`src/rtl/frac_clk_div.sv`:
```
// Fractional clock divider: clk_out periods alternate between N and N+1 clk_in cycles,
// averaging N + F/2^FRAC_W. Define FRAC_CLK_DIV_FRAC_EN to build the fraction accumulator.
module frac_clk_div #(
  parameter int DIV_W       = 16,
  parameter int FRAC_W      = 4,
  parameter int DEFAULT_DIV = 326
) (
  input  logic              clk_in,
  input  logic              rst,
  input  logic              en,
  input  logic [DIV_W-1:0]  div_int,
  input  logic [FRAC_W-1:0] div_frac,
  input  logic              load,
  output logic              load_ack,
  output logic              clk_out,
  output logic              tick
);

  localparam int PW = DIV_W + 1;
  localparam logic [DIV_W-1:0] DEF_DIV = DIV_W'(DEFAULT_DIV);

  logic [DIV_W-1:0] div_act_q;
  logic [DIV_W-1:0] div_shd_q;
  logic             pend_q;
  logic             run_q;
  logic             clk_out_q;
  logic             load_ack_q;
  logic [PW-1:0]    cnt_q;

  logic             carry;
  logic             apply_now;
  logic             boundary;
  logic             take_shd;
  logic [DIV_W-1:0] n_cur;
  logic [PW-1:0]    per_cur;
  logic [PW-1:0]    cnt_inc;

  function automatic logic [PW-1:0] clamp_div(input logic [DIV_W-1:0] d);
    return (d < DIV_W'(2)) ? PW'(2) : {1'b0, d};
  endfunction

  // On the first enabled cycle a pending divisor takes effect in the period starting now.
  // Outputs at cnt = 0 do not depend on P, so only next-state logic sees the shadow value.
  assign apply_now = en & ~run_q & pend_q;
  assign n_cur     = apply_now ? div_shd_q : div_act_q;
  assign per_cur   = clamp_div(n_cur) + PW'(carry);
  assign boundary  = en & (cnt_q == per_cur - PW'(1));
  assign take_shd  = apply_now | (boundary & pend_q);
  assign cnt_inc   = cnt_q + PW'(1);

`ifdef FRAC_CLK_DIV_FRAC_EN
  logic [FRAC_W-1:0] frac_act_q;
  logic [FRAC_W-1:0] frac_shd_q;
  logic [FRAC_W-1:0] acc_q;
  logic              carry_q;
  logic [FRAC_W-1:0] f_next;
  logic [FRAC_W:0]   acc_sum;

  assign f_next  = take_shd ? frac_shd_q : frac_act_q;
  assign acc_sum = {1'b0, acc_q} + {1'b0, f_next};
  assign carry   = carry_q;

  always_ff @(posedge clk_in or negedge rst) begin
    if (!rst) begin
      frac_act_q <= '0;
      frac_shd_q <= '0;
      acc_q      <= '0;
      carry_q    <= 1'b0;
    end else begin
      if (load)     frac_shd_q <= div_frac;
      if (take_shd) frac_act_q <= frac_shd_q;
      if (!en) begin
        acc_q   <= '0;
        carry_q <= 1'b0;
      end else if (boundary) begin
        acc_q   <= acc_sum[FRAC_W-1:0];
        carry_q <= acc_sum[FRAC_W];
      end
    end
  end
`else
  // Fraction input has no effect in the integer-only build.
  logic unused_frac;
  assign unused_frac = ^div_frac;
  assign carry       = 1'b0;
`endif

  // NOTE: state registers use non-blocking assignments so every flop samples pre-edge values.
  always_ff @(posedge clk_in or negedge rst) begin
    if (!rst) begin
      div_act_q  <= DEF_DIV;
      div_shd_q  <= DEF_DIV;
      pend_q     <= 1'b0;
      run_q      <= 1'b0;
      clk_out_q  <= 1'b0;
      load_ack_q <= 1'b0;
      cnt_q      <= '0;
    end else begin
      run_q      <= en;
      load_ack_q <= boundary & pend_q;

      // A load in the same cycle as a transfer re-arms pending with the newer value.
      if (load) begin
        div_shd_q <= div_int;
        pend_q    <= 1'b1;
      end else if (take_shd) begin
        pend_q    <= 1'b0;
      end
      if (take_shd) div_act_q <= div_shd_q;

      if (!en) begin
        cnt_q     <= '0;
        clk_out_q <= 1'b0;
      end else if (boundary) begin
        cnt_q     <= '0;
        clk_out_q <= 1'b0;
      end else begin
        cnt_q     <= cnt_inc;
        clk_out_q <= (cnt_inc >= (per_cur >> 1));
      end
    end
  end

  assign clk_out  = clk_out_q;
  assign tick     = boundary;
  assign load_ack = load_ack_q | apply_now;

endmodule

```
`config.mk`:
```
export PLATFORM = sky130hd
export DESIGN_NAME = frac_clk_div
export DESIGN_NICKNAME = d
export VERILOG_FILES = /design/src/rtl/frac_clk_div.sv
export SDC_FILE = /design/constraint.sdc
export NUM_CORES = 1
export LEC_CHECK = 0
export ABC_AREA = 1
export ABC_CLOCK_PERIOD_IN_PS = 3600
export CAP_MARGIN = 15
export CELL_PAD_IN_SITES_DETAIL_PLACEMENT = 0
export CELL_PAD_IN_SITES_GLOBAL_PLACEMENT = 1
export CORE_MARGIN = 2
export CORE_UTILIZATION = 45
export CTS_BUF_LIST = sky130_fd_sc_hd__clkbuf_4
export DETAILED_ROUTE_END_ITERATION = 12
export HOLD_SLACK_MARGIN = 0.03
export PLACE_DENSITY_LB_ADDON = 0.1
export SLEW_MARGIN = 20
export SYNTH_ARGS = -nofsm -noshare
export SYNTH_HDL_FRONTEND = slang
export SYNTH_SLANG_ARGS = --single-unit
```
`constraint.sdc`:
```
create_clock -name clk_in -period 3.6 [get_ports clk_in]
set_input_delay 0.36 -clock clk_in [delete_from_list [all_inputs] [get_ports clk_in]]
set_output_delay 0.36 -clock clk_in [all_outputs]
set_load 0.02 [all_outputs]
```
==> metrics <==
Worst EP arrival 3.25 ns; part of the Yosys area used for sequential elements 35.4%; initial antenna violation count 0; CP endpoint kind primary output; Via Count 3,461; routed length on met3 about 240 um; CTS Buf Count 5; Clock transition at path regs 0.16 ns; maximum vdd drop 0.169 mV; initial DRC count 87; I/O pin count 27; unique cell type count in the Yosys netlist 42; Yosys warning count 0; Core Area 0.00818 mm2; area leader, netlist dfrtp_1; Max H-tree Level 2; # setup viols final 1; Ant. Diodes 0; failing checks negative setup slack; syn_area_per_cell 7.41 um2; DR top layer met4; Post-Syn Area between 0.003 and 0.004 mm2; # port buffers 22; Reg2Reg Setup Slack 0.29 ns; number of global-route vias before repair 3,287; outcome finished with violations; met2 WL 4.71 mm; first-pass GRT wire length 15.8 mm; final WL between 9 and 10 mm; r2r endpoint clk_out; CP max FO 10; Hold Path Class primary input to flip-flop; Cell Count Post-Placement 686; Slew @ Worst Pin between 0.5 and 0.6 ns; worst setup margin -0.00670 ns; area of the multi-input gates 0.00225 mm2; cells after synthesis between 500 and 600; # rows 33; LEAKAGE roughly 2.5 nW; Slew Limit Fails 0; Layout area overhead 28.7%; crit path time final 3.61 ns; final std cells w/o fill 711; placed wire-length estimate 7.39 mm; placed cell area roughly 0.0045 mm2; DRT Pass-1 Iters 4; power density over cell area around 370 mW/mm2; R2R depth 17; ranking of synthesized cells by area dfrtp_1 30%, nand2_1 15%, xor2_1 6.7%; post-DR vias/cell slightly below 5; fillers 794; clock sinks 53; initial core utilization 46.2%; M1 WL 4.44 mm; die extent in y 95.6 um; maxcap violations 0; Reg area 0.00134 mm2; RSZ-0062 raised after global routing yes; DRC Markers 0; CP startpoint pend_q; total die area 0.00915 mm2; share of cells above drive strength 1 26.6%; worst setup path class flip-flop to primary output; Final nets 646; largest net degree at the start of global routing 35; root buffer cell clkbuf_4; synthesized net count between 500 and 600; Die Width 95.6 um; Max Freq 0.277 GHz; Placer Congestion approximately 0.87; worst-skew pair later-pin latency 0.39 ns; fin area 0.00486 mm2; All-Layer GR Usage 22.5%; skew final 0.0139 ns; CP required 3.24 ns; CP Launch Type flip-flop; Final ANT Viol Nets 0; WL/cell between 10 and 15 um; Critical Path End tick; Rel. slew slack 63.9%; final hold violations 0; flops & latches, synth 53; deepest clock path buffer count 2; top cell type's share of synthesized area 29.8%; gr ovfl total 0; worst flop-to-flop path startpoint cnt_q[0]; period utilization 100%; CTS tree built
-- through the flow --
| stage | setup WS (ns) | hold WS [ns] | util (%) | setup TNS, ns | power (mW) |
|---|---|---|---|---|---|
| after detailed placement | -0.648 | 0.364 | 55.2 | -7.50 | 1.41 |
| after floorplan | 0.505 | 0.0644 | - | 0 | 1.12 |
| final | -0.00670 | 0.390 | 59.5 | -0.00670 | 1.78 |
| after global routing | -0.233 | 0.356 | 59.5 | -0.233 | 1.93 |
| after CTS | -0.0419 | 0.371 | 57.3 | -0.0419 | 1.74 |
| after global placement | -0.563 | 0.349 | 55.2 | -5.84 | 1.41 |
-- layout make-up --
| cell class | count | area share [%] |
|---|---|---|
| Sequential cell | 53 | 27.5 |
| Timing Repair Buffer | 99 | 17.3 |
| Tap cell | 105 | 2.70 |
| Inverter | 66 | 5.09 |
| Clock buffer | 6 | 0.926 |
| Multi-Input combinational cell | 380 | 46.2 |
| Clock inverter | 2 | 0.309 |
-- Yosys cell counts --
master,n
nand3b_1,2
buf_6,5
nand4_1,13
a22oi_1,1
clkinv_1,3
nor2_1,52
nand2_1,156
a211oi_1,1
nor4_1,5
buf_1,1
a21oi_1,8
ha_1,17
nor3_1,5
nor2_2,6
xor2_1,29
clkbuf_1,3
nand3_4,1
nor2_4,3
o21ai_4,1
o21bai_1,5
o211ai_1,1
dfstp_2,8
xnor2_1,2
a21oi_2,2
or2_2,2
nand4_2,1
a21boi_2,1
o21ai_0,7
buf_2,1
nand2_2,12
nand3_2,3
nand4_4,2
nor3_2,1
buf_4,2
nand3_1,33
dfrtp_1,45
inv_1,61
nand2_4,4
or2_1,1
inv_2,2
a221oi_1,1
o21ai_2,1
-- cells by family (layout without fill, tap and decap cells) --
logic type      count (synthesis)  count (layout)  synth area share [%]
flops                          53              53                  35.4
buf+inv                        78             173                  8.97
fa+ha+maj                      17              17                  5.63
compound gates                 29              29                  5.23
xor+xnor                       31              31                  7.19
simple gates                  302             303                  37.6
-- flip-flops by register name, summed over array words and instances (netlist names) --
name        cells
run_q           1
load_ack_q      1
pend_q          1
clk_out         1
div_shd_q      16
div_act_q      16
cnt_q          17
-- how the worst min path moves through the flow --
stage,start,endpoint,cells past startpoint
after floorplan,rst,clk_out,0
after global placement,rst,div_shd_q[0],1
after detailed placement,rst,div_shd_q[0],1
after CTS,en,run_q,1
after global routing,en,run_q,1
final,en,run_q,1
-- layer usage --
layer,vias to the layer above,global-route usage [%]
met5,-,0
li1,1800,-
met3,13,2.85
met2,50,37.8
met4,0,8.57
met1,1598,29.4
-- power by group --
| part | switching (mW) | internal (mW) |
|---|---|---|
| Sequential | 0.0398 | 0.656 |
| Combinational | 0.432 | 0.364 |
| Clock | 0.208 | 0.0843 |
| Total | 0.680 | 1.10 |
-- placed cells by master (no fill, tap or decap), drive strengths merged --
master and n:
or2 3, nor4 5, o21bai 5, ha 17, nand3 38, nor2 61
clkbuf 6, a221oi 1, nand4 16, inv 63, a21boi 1, dlygate4sd2 1
xor2 29, dlygate4sd3 1, nand2 172, a211oi 1, clkdlybuf4s50 19, a22oi 1
dfstp 8, clkinvlp 2, nor3 6, nand3b 2, clkinv 3, dfrtp 45
xnor2 2, buf 78, o21ai 9, a21oi 10, o211ai 1
-- worst max-delay path, cell delays in order, from the launching register on --
cell and delay, ns:
dfrtp_2 0.50, nand2_2 0.11, nor2_4 0.05, buf_12 0.14
nand2_1 0.07, nand2_2 0.07, nor2_4 0.12, nand2_2 0.07
nor2_4 0.17, nand2_4 0.08, nand2_4 0.08, ha_4 0.21
nand2_2 0.05, nand2_1 0.04, nor2_1 0.09, nand2_1 0.05
nor2_1 0.09, nand3_1 0.12, a21oi_2 0.13, nand3_1 0.08
nand3b_1 0.18, nor2_1 0.11, nand2_1 0.08, inv_1 0.07
buf_6 0.11
-- what timing repair did --
action                                  in CTS  in global routing
hold buffers                                 1                  0
pin swaps                                    5                 17
cloned                                       1                  0
gates resized for setup                     17                 27
setup buffers                                5                 10
endpoints found under the setup margin       1                  2
endpoints found under the hold margin       16                  0
(Power assumes the default switching activity.)
